--- config.mk ---
export PLATFORM = sky130hd
export DESIGN_NAME = switch_alloc_21
export DESIGN_NICKNAME = d
export VERILOG_FILES = /design/src/rtl/noc_pkg.sv /design/src/rtl/rr_arb4.sv /design/src/rtl/switch_alloc_21.sv
export SDC_FILE = /design/constraint.sdc
export NUM_CORES = 1
export LEC_CHECK = 0
export ABC_CLOCK_PERIOD_IN_PS = 4040
export CAP_MARGIN = 25
export CORE_UTILIZATION = 35
export CTS_CLUSTER_DIAMETER = 200
export DETAILED_ROUTE_END_ITERATION = 6
export GPL_TIMING_DRIVEN = 0
export SYNTH_ARGS = -nofsm -noshare
export SYNTH_HDL_FRONTEND = slang
export SYNTH_SLANG_ARGS = --single-unit
--- constraint.sdc ---
create_clock -name fifo_clk -period 4.04 [get_ports fifo_clk]
set_input_delay 0.404 -clock fifo_clk [delete_from_list [all_inputs] [get_ports fifo_clk]]
set_output_delay 0.404 -clock fifo_clk [all_outputs]
set_load 0.02 [all_outputs]
--- src/rtl/noc_pkg.sv ---
// Shared NoC definitions: port indices, header field positions, coordinate
// width and the XY routing function used by the switch allocator.
package noc_pkg;

  localparam int unsigned NUM_PORTS = 4;
  localparam int unsigned COORD_W   = 2;
  // Header fields counted down from the flit MSB: dest_x occupies the top
  // COORD_W bits, dest_y the next COORD_W bits.
  localparam int unsigned HDR_X_TOP = 1;
  localparam int unsigned HDR_Y_TOP = 3;

  typedef enum logic [1:0] {
    PORT_N = 2'd0,
    PORT_E = 2'd1,
    PORT_W = 2'd2,
    PORT_L = 2'd3
  } port_e;

  typedef struct packed {
    logic [COORD_W-1:0] dest_x;
    logic [COORD_W-1:0] dest_y;
  } dest_t;

  // Dimension-ordered routing: resolve X first, then Y, else local.
  function automatic port_e xy_route(input dest_t dest,
                                     input logic [COORD_W-1:0] my_x,
                                     input logic [COORD_W-1:0] my_y);
    if (dest.dest_x > my_x)      return PORT_E;
    else if (dest.dest_x < my_x) return PORT_W;
    else if (dest.dest_y != my_y) return PORT_N;
    else                         return PORT_L;
  endfunction

endpackage

--- src/rtl/rr_arb4.sv ---
// Four-way round-robin arbiter for one output port.
// Ports: clk, rst (sync, active-high), req[3:0] requests (N,E,W,L order),
//        pressure[3:0] per-requester occupancy, gnt_c[3:0] one-hot grant
//        (combinational). The 2-bit pointer moves past the winner on a grant.
// Build option: PRESSURE_PRIO_EN restricts the candidates to the requesters
//        with the highest pressure before the round-robin pick.
module rr_arb4 #(
  parameter int unsigned PW = 4
) (
  input  logic                clk,
  input  logic                rst,
  input  logic [3:0]          req,
  input  logic [3:0][PW-1:0]  pressure,
  output logic [3:0]          gnt_c
);

  logic [1:0] ptr_q;
  logic [3:0] cand;
  logic [1:0] gnt_idx;
  logic       gnt_any;
  logic [1:0] idx;

`ifdef PRESSURE_PRIO_EN
  logic [PW-1:0] max_p;

  // Keep only the requesters sharing the largest pressure.
  always_comb begin
    max_p = '0;
    cand  = '0;
    for (int i = 0; i < 4; i++) begin
      if (req[i] && (pressure[i] > max_p)) max_p = pressure[i];
    end
    for (int i = 0; i < 4; i++) begin
      cand[i] = req[i] && (pressure[i] == max_p);
    end
  end
`else
  logic unused_pressure;
  assign unused_pressure = ^pressure;
  assign cand = req;
`endif

  // First candidate at or after the pointer, wrapping.
  always_comb begin
    gnt_any = 1'b0;
    gnt_idx = ptr_q;
    idx     = '0;
    for (int k = 0; k < 4; k++) begin
      idx = ptr_q + 2'(k);
      if (!gnt_any && cand[idx]) begin
        gnt_any = 1'b1;
        gnt_idx = idx;
      end
    end
    gnt_c = gnt_any ? (4'b0001 << gnt_idx) : 4'b0000;
  end

  // Pointer state.
  always_ff @(posedge clk) begin
    if (rst)          ptr_q <= '0;
    else if (gnt_any) ptr_q <= gnt_idx + 2'd1;
  end

endmodule

--- src/rtl/switch_alloc_21.sv ---
// 4-port (N,E,W,L) XY-routed switch allocator with registered outputs.
// Each valid input head flit requests one output; each output has its own
// rr_arb4 and a one-flit output register. A grant pops the input FIFO
// (fifo_ready_X, combinational) and loads the flit at the same edge.
// Ports: fifo_clk, rst (sync, active-high);
//        per port X in {N,E,W,L}: X_data_in, X_valid_in, X_pressure_in,
//        X_full_in (inputs); fifo_ready_X, X_data_out, X_valid_out (outputs).
// Build option: PRESSURE_PRIO_EN enables pressure-first arbitration.
module switch_alloc_21
  import noc_pkg::*;
#(
  parameter int unsigned DATASIZE = 40,
  parameter int unsigned WIDTH    = 3,
  parameter int unsigned MY_X     = 2,
  parameter int unsigned MY_Y     = 1
) (
  input  logic                fifo_clk,
  input  logic                rst,
  input  logic [DATASIZE-1:0] N_data_in,
  input  logic [DATASIZE-1:0] E_data_in,
  input  logic [DATASIZE-1:0] W_data_in,
  input  logic [DATASIZE-1:0] L_data_in,
  input  logic                N_valid_in,
  input  logic                E_valid_in,
  input  logic                W_valid_in,
  input  logic                L_valid_in,
  input  logic [WIDTH:0]      N_pressure_in,
  input  logic [WIDTH:0]      E_pressure_in,
  input  logic [WIDTH:0]      W_pressure_in,
  input  logic [WIDTH:0]      L_pressure_in,
  input  logic                N_full_in,
  input  logic                E_full_in,
  input  logic                W_full_in,
  input  logic                L_full_in,
  output logic                fifo_ready_N,
  output logic                fifo_ready_E,
  output logic                fifo_ready_W,
  output logic                fifo_ready_L,
  output logic [DATASIZE-1:0] N_data_out,
  output logic [DATASIZE-1:0] E_data_out,
  output logic [DATASIZE-1:0] W_data_out,
  output logic [DATASIZE-1:0] L_data_out,
  output logic                N_valid_out,
  output logic                E_valid_out,
  output logic                W_valid_out,
  output logic                L_valid_out
);

  localparam int unsigned PW = WIDTH + 1;

  logic [3:0][DATASIZE-1:0] din_c;
  logic [3:0]               vin_c;
  logic [3:0]               full_c;
  logic [3:0][PW-1:0]       pres_c;

  port_e                    route_c [4];
  logic [3:0]               free_c;
  logic [3:0][3:0]          req_c;   // [output][input]
  logic [3:0][3:0]          gnt_c;   // [output][input]
  logic [3:0]               pop_c;
  logic [3:0][DATASIZE-1:0] mux_c;

  logic [3:0][DATASIZE-1:0] dout_q;
  logic [3:0]               vout_q;

  assign din_c  = {L_data_in, W_data_in, E_data_in, N_data_in};
  assign vin_c  = {L_valid_in, W_valid_in, E_valid_in, N_valid_in};
  assign full_c = {L_full_in, W_full_in, E_full_in, N_full_in};
  assign pres_c = {L_pressure_in, W_pressure_in, E_pressure_in, N_pressure_in};

  // Route each head flit from its header coordinates.
  always_comb begin
    for (int i = 0; i < 4; i++) begin
      route_c[i] = xy_route({din_c[i][DATASIZE-HDR_X_TOP -: COORD_W],
                             din_c[i][DATASIZE-HDR_Y_TOP -: COORD_W]},
                            COORD_W'(MY_X), COORD_W'(MY_Y));
    end
  end

  // An output can take a flit when empty or draining this cycle; reset
  // masks all requests so nothing pops during reset.
  always_comb begin
    free_c = ~vout_q | ~full_c;
    req_c  = '0;
    for (int o = 0; o < 4; o++) begin
      for (int i = 0; i < 4; i++) begin
        req_c[o][i] = vin_c[i] & free_c[o] & ~rst &
                      (2'(route_c[i]) == 2'(o));
      end
    end
  end

  for (genvar o = 0; o < 4; o++) begin : g_arb
    rr_arb4 #(.PW(PW)) u_arb (
      .clk      (fifo_clk),
      .rst      (rst),
      .req      (req_c[o]),
      .pressure (pres_c),
      .gnt_c    (gnt_c[o])
    );
  end

  // Pops and per-output data select from the one-hot grants.
  always_comb begin
    pop_c = '0;
    mux_c = '0;
    for (int o = 0; o < 4; o++) begin
      for (int i = 0; i < 4; i++) begin
        pop_c[i] = pop_c[i] | gnt_c[o][i];
        if (gnt_c[o][i]) mux_c[o] = din_c[i];
      end
    end
  end

  // Output registers: load on grant, clear valid when drained, hold if stalled.
  always_ff @(posedge fifo_clk) begin
    if (rst) begin
      dout_q <= '0;
      vout_q <= '0;
    end else begin
      for (int o = 0; o < 4; o++) begin
        if (|gnt_c[o]) begin
          dout_q[o] <= mux_c[o];
          vout_q[o] <= 1'b1;
        end else if (!full_c[o]) begin
          vout_q[o] <= 1'b0;
        end
      end
    end
  end

  assign fifo_ready_N = pop_c[PORT_N];
  assign fifo_ready_E = pop_c[PORT_E];
  assign fifo_ready_W = pop_c[PORT_W];
  assign fifo_ready_L = pop_c[PORT_L];

  assign N_data_out  = dout_q[PORT_N];
  assign E_data_out  = dout_q[PORT_E];
  assign W_data_out  = dout_q[PORT_W];
  assign L_data_out  = dout_q[PORT_L];
  assign N_valid_out = vout_q[PORT_N];
  assign E_valid_out = vout_q[PORT_E];
  assign W_valid_out = vout_q[PORT_W];
  assign L_valid_out = vout_q[PORT_L];

endmodule

==> out/metrics.cfg, run 1 <==
[power_and_ir_drop]
total_power_mw = 6.76
comb_power_share = 0.458
p_seq_frac = 0.296
p_per_area_nw_per_um2 = 403
switching_share = 0.426
ir_worst_vdd_mv = 0.358
leakage_nw = 5.90
p_clk_frac = 0.245
p_switching_mw = 2.88
p_int_mw = 3.88

[global_route]
overflow = 0
grt_usage = 0.413
antenna_found_initial = 4
grt_max_degree = 20
grt_pass1_wl_um = 105000
grt_pass1_vias = 14800

[clock_network]
clock_latency_ps = 480
clk_pin_slew_worst_paths_ps = 70
h-tree-depth = 4
numCtsBuffers = 17
clockBufferDepth = 2
cts_tree = built
cts_root_buffer = clkbuf_16
cts.sinks = 172

[setup_path]
worstRegToRegCells = 12
startpoint_type = input port
worstPathArrival_ps = 3630
reg2reg_slack_ps = 230
crit_path_end_kind = output port
crit_fanout = 19
path_class = input port to output port
rr_startpoint = vout_q[1]
cp-startpoint = W_data_in[38]
worst_ep_required_time_ps = 3640

[synth]
netlist_top_cells_count = dfxtp_1 (172), a21oi_1 (146), a211oi_1 (141)
synth.top_cell.area_share = 0.289
synth_nets = 1781
synthTopCellsByArea = dfxtp_1 (29%), a211oi_1 (8.9%), a221oi_1 (8.0%)
ys_seq_area_frac = 0.289
synth-async-reset-ratio = 0
synth_compound_area_frac = 0.342
yosysTopAreaCell = dfxtp_1
ys_ff_latch = 172
synthSimpleGateAreaFrac = 0.269
yosysWarnings = 0
synthCells = 1579
synth.most_common_cell = dfxtp_1
synth_top_family_by_area = compound AO/OA/AOI/OAI gates
synth_adder_area_share = 0.0168
synth_ff_type = dfxtp_1
synth-xor-area-share = 0
synth_area_um2 = 11900
synthMuxAreaShare = 0.0151
synth_edf_count = 0
ys_types = 71
postSynthAreaPerCell_um2 = 7.54

[outcome]
violations = DRC
status = finished with violations

[die]
die_area_um2 = 34700
start_util = 0.355
fp-row-count = 67
die_h_um = 186
fp.dieW_um = 186
core-area_um2 = 33500
pin_count = 354

[route]
antenna_left = 0
drcViolationCount = 1
viasPerCell = 6.49
first_pass_iters = 7
drt_wl_total_um = 73800
drt-initial-drc-count = 2170
wire_per_inst_um = 30.7
routed-via-count = 15600

[sta]
max_slew.worst_pin.slew_ps = 1140
fin_setup_tns_ps = 0
hold_violations = 0
finalSetupViolCount = 0
fin_crit_sh = 0.997
relSlewSlack = 0.237
max_freq_ghz = 0.248
holdWs_ps = 407
slew_viol_final = 0
skew_ps = 7.14
timing.final.crit_period_ps = 4030

[place]
globalplace.congestion = 0.992
hpwl_um = 54100
io_buffer_count = 336

[run]
cap_violations = 0

[layout]
nets = 2140
fill_cells = 3317
final_util = 0.501
area_delta_synth_final_pct = 41.2
final_layout_size_suffix_gt1_frac = 0.0825

[worst_hold_path]
hp-class = input port to flop
min-delay-start = N_data_in[36]
min_delay_path_depth = 3

## layout by cell type, fill, tap and decap left out, types with 4 or more instances in the layout
| master | count |
|---|---|
| dlymetal6s2s_1 | 6 |
| ha_2 | 9 |
| a21oi_1 | 146 |
| dfxtp_1 | 172 |
| a211oi_1 | 140 |
| ha_1 | 4 |
| nor2b_1 | 99 |
| clkbuf_4 | 6 |
| a221oi_1 | 108 |
| a32oi_1 | 18 |
| nor3b_1 | 12 |
| and3b_1 | 4 |
| buf_2 | 25 |
| nand3_1 | 14 |
| inv_1 | 30 |
| buf_4 | 28 |
| o211a_1 | 19 |
| clkinv_2 | 4 |
| clkdlybuf4s50_1 | 323 |
| nand4_1 | 6 |
| nand2_1 | 120 |
| clkbuf_2 | 8 |
| clkbuf_1 | 103 |
| nor2_1 | 138 |
| a22oi_1 | 8 |
| a2111oi_0 | 19 |
| clkbuf_8 | 4 |
| nand3b_1 | 53 |
| nor3_1 | 112 |
| o21ai_0 | 44 |
| buf_1 | 4 |
| nand2b_1 | 24 |
| dlygate4sd2_1 | 4 |
| clkbuf_16 | 18 |
| inv_6 | 4 |
| a211oi_2 | 5 |
| mux2i_1 | 18 |
| o22ai_1 | 8 |
## kinds of logic after synthesis
logic type / count (synthesis)
and+or+nand+nor: 613
DFF: 172
buffers and inverters: 205
adders and majority gates: 16
muxes: 18
AOI/OAI and AO/OA: 555
## power by group through the flow
stage / Sequential, mW / Combinational (mW) / Clock [mW]
final: 2.00 / 3.10 / 1.66
after global routing: 2.02 / 3.22 / 1.73
after CTS: 2.00 / 2.98 / 1.65
after detailed placement: 2.04 / 2.91 / 0
after global placement: 2.04 / 2.90 / 0
after floorplan: 2.22 / 1.36 / 0
## through the flow
stage                     cells  area (um^2)  setup slack, ps
after floorplan            1579        11900              610
after global routing       2401        16800            -14.6
after global placement     2363        15800            -1750
after detailed placement   2365        15800            -1790
final                      2401        16800             10.4
after CTS                  2395        16700             -158
## area by class of cell
type                    instances  area (um^2)  area share
diodes                          2         5.00    0.000298
clock inverters                14          111     0.00663
repair buffers                354         3500       0.208
clock buffers                  18          439      0.0261
flip-flops and latches        172         3440       0.205
multi-input cells            1202         7860       0.468
well taps                     448          561      0.0334
inverters                      31          119     0.00707
plain buffers                 160          766      0.0456
## layer usage
metal  vias to the layer above  part of all wire  track usage
li1                       6663                 -            -
met4                         2             0.054        0.223
met3                       246              0.12        0.104
met1                      7426              0.41        0.548
met5                         -           0.00018            0
met2                      1246              0.42        0.611
## critical path, cell delays in order
cell and delay, ps:
clkdlybuf4s50_1 540, nor2b_1 150, nand4_1 310, o31ai_2 370
o32ai_2 160, ha_2 250, clkbuf_4 280, buf_4 270
a222oi_1 440, nand2_1 150, clkdlybuf4s15_2 280
## path summary, 6_finish.rpt
path	to
max	fifo_ready_E
min reg2reg	vout_q[2]
min	L_data_out[36]
max reg2reg	E_data_out[28]
## sequential cells by signal, indices dropped and copies added, names as in the netlist
name               cells
E_data_out            40
L_data_out            40
N_data_out            40
W_data_out            40
g_arb.u_arb.ptr_q      8
vout_q                 4
## timing repair
action	4_1_cts	5_1_grt
gates cloned	0	0
pin swaps	11	8
buffers inserted	10	6
setup endpoints to repair	133	67
hold buffers	0	0
resized for setup	89	33
(Power assumes the default switching activity.)
==> run 2, diff against run 1 <==
- PLACE_DENSITY: unset -> 0.69
==> out/metrics.cfg, run 2 (synthesis results as in run 1) <==
[outcome]
status = finished with violations
violations = setup timing

[power_and_ir_drop]
ir_worst_vdd_mv = 0.328  ; -8.4%
p_seq_frac = 0.293  ; -0.003
p_switching_mw = 2.90  ; +0.73%
leakage_nw = 5.89  ; -0.26%
p_per_area_nw_per_um2 = 406  ; +0.94%
switching_share = 0.423  ; -0.00259
p_int_mw = 3.95  ; +1.8%
comb_power_share = 0.454  ; -0.004
p_clk_frac = 0.253  ; +0.008

[sta]
max_slew.worst_pin.slew_ps = 1140  ; +5.09 ps
fin_crit_sh = 1.00  ; +0.00313
rsz0062_at_grt = no
hold_violations = 0  ; unchanged
timing.final.crit_period_ps = 4040  ; +12.6 ps
relSlewSlack = 0.233  ; -0.00342
setup_ws_ps = -2.19  ; -12.6 ps
max_freq_ghz = 0.247  ; -0.31%
finalSetupViolCount = 1  ; +1
skew_ps = 12.6  ; +5.44 ps
slew_viol_final = 0  ; unchanged

[clock_network]
cts.sinks = 172  ; unchanged
cts_tree = built
numCtsBuffers = 17  ; unchanged
clockBufferDepth = 2  ; unchanged
clk_pin_slew_worst_paths_ps = 70  ; about the same
h-tree-depth = 4  ; unchanged
cts_hold_buf = 0  ; unchanged
clock_latency_ps = 460  ; -20 ps
cts_root_buffer = clkbuf_16

[layout]
area_delta_synth_final_pct = 41.7
final_layout_size_suffix_gt1_frac = 0.0906  ; +0.00806
antenna_cells = 0  ; -2
final_common_cell = clkdlybuf4s50_1
final_area_um2 = 16900  ; +0.40%
final_util = 0.503  ; +0.00201
layout_common_cells = clkdlybuf4s50_1 (327), dfxtp_1 (172), a21oi_1 (145)
nets = 2144  ; +0.19%

[setup_path]
path_cells = clkdlybuf4s50_1 -> nand4_1 -> buf_4 -> o22ai_1 -> a22o_1 -> nor2_1 -> ha_2 -> clkbuf_4 -> clkbuf_4 -> clkbuf_4 -> a222oi_1 -> nand2_1 -> buf_2
path_class = input port to output port
startpoint_type = input port
cp_slowest_cell = clkdlybuf4s50_1
worst_ep_required_time_ps = 3640  ; about the same
critPathMaxStageDelay_ps = 700  ; +160 ps
crit_path_end_kind = output port
crit_top_cell = clkbuf_4
crit_fanout = 10  ; -9
worstPathArrival_ps = 3640  ; about the same

[global_route]
grt_pass1_wl_um = 104000  ; -0.40%
antenna_found_initial = 1  ; -3
grt_max_degree = 20  ; unchanged
overflow = 0  ; unchanged
grt_usage = 0.409  ; -0.00369
grt_pass1_vias = 15100  ; +2.0%

[place]
globalplace.congestion = 0.989  ; -0.28%
hpwl_um = 53400  ; -1.2%
placed_area_um2 = 15800  ; unchanged
io_buffer_count = 336  ; unchanged

[route]
drcViolationCount = 0  ; -1
antenna_left = 0  ; unchanged
viasPerCell = 6.62  ; +2.0%
drt_wl_total_um = 73800  ; about the same
drt-initial-drc-count = 2465  ; +14%
wire_per_inst_um = 30.7  ; about the same
routed-via-count = 15900  ; +2.1%
first_pass_iters = 6  ; -1

[worst_hold_path]
hp-class = flop to flop

[die]
fp-row-count = 67  ; unchanged
start_util = 0.355  ; unchanged
die_h_um = 186  ; unchanged
die_area_um2 = 34700  ; unchanged
core-area_um2 = 33500  ; unchanged
fp.dieW_um = 186  ; unchanged
pin_count = 354  ; unchanged

[run]
cap_violations = 0  ; unchanged

==> run 2: cell types whose count changed in the layout (fill, tap and decap cells not counted), moves of 2 or more <==
cell / before / now
clkbuf_1: 103 / 96
buf_2: 25 / 28
clkbuf_8: 4 / 6
clkbuf_2: 8 / 16
ha_4: 3 / 5
dlymetal6s2s_1: 6 / 1
clkinv_2: 4 / 1
diode_2: 2 / 0
nor2b_2: 1 / 4
clkdlybuf4s50_1: 323 / 327
nor2b_1: 99 / 97
clkinvlp_4: 1 / 4
==> run 2: final cells by class <==
class / instances / area, um^2
fillers: 3286 / 16700
inverters: 31 / 120
clock inverters: 13 / 130
plain buffers: 161 / 774
well taps: 448 / 561
flip-flops and latches: 172 / 3440
clock buffers: 18 / 439
repair buffers: 357 / 3500
multi-input cells: 1202 / 7910
==> run 2: final timing paths <==
path / start / end / slack (ps) / cells after the start
max: N_data_in[39] / fifo_ready_E / -2 / 13
max reg2reg: vout_q[1] / E_data_out[27] / 170 / 10
min reg2reg: vout_q[2] / vout_q[2] / 490 / 2
min: vout_q[2] / vout_q[2] / 490 / 2
==> run 2: through the flow <==
step           setup WS, ps  hold slack, ps  power, mW  TNS (ps)  instances
5_1_grt                6.11             506       7.02         0       2402
3_5_place_dp          -1900             462       4.93   -124180       2365
6_report              -2.19             492       6.86     -2.19       2402
3_3_place_gp          -1890             456       4.92   -118340       2363
4_1_cts                5.86             472       6.69         0       2396
2_1_floorplan           610             487       3.59         0       1579
==> run 2: per-layer routing <==
metal,track usage,part of all wire
met4,0.232,0.060
met5,0.0275,0.0020
met3,0.0991,0.12
met2,0.607,0.42
met1,0.537,0.40
==> run 2: power by group through the flow <==
| stage | combinational [mW] | clock (mW) | sequential, mW |
|---|---|---|---|
| 3_5_place_dp | 2.89 | 0 | 2.04 |
| 3_3_place_gp | 2.88 | 0 | 2.03 |
| 4_1_cts | 2.98 | 1.72 | 2.00 |
| 2_1_floorplan | 1.36 | 0 | 2.22 |
| 6_report | 3.12 | 1.73 | 2.01 |
| 5_1_grt | 3.22 | 1.78 | 2.02 |
==> run 2: what timing repair did <==
item | 4_1_cts | 5_1_grt
buffers inserted | 12 | 7
resized for setup | 98 | 44
endpoints found under the setup margin | 140 | 72
pin swaps | 12 | 11
==> run 2: worst max-delay path, delay by kind of cell <==
kind / cells / cell delay (ps)
buf+inv: 6 / 1810
fa+ha+maj: 1 / 200
compound gates: 3 / 770
simple gates: 3 / 440
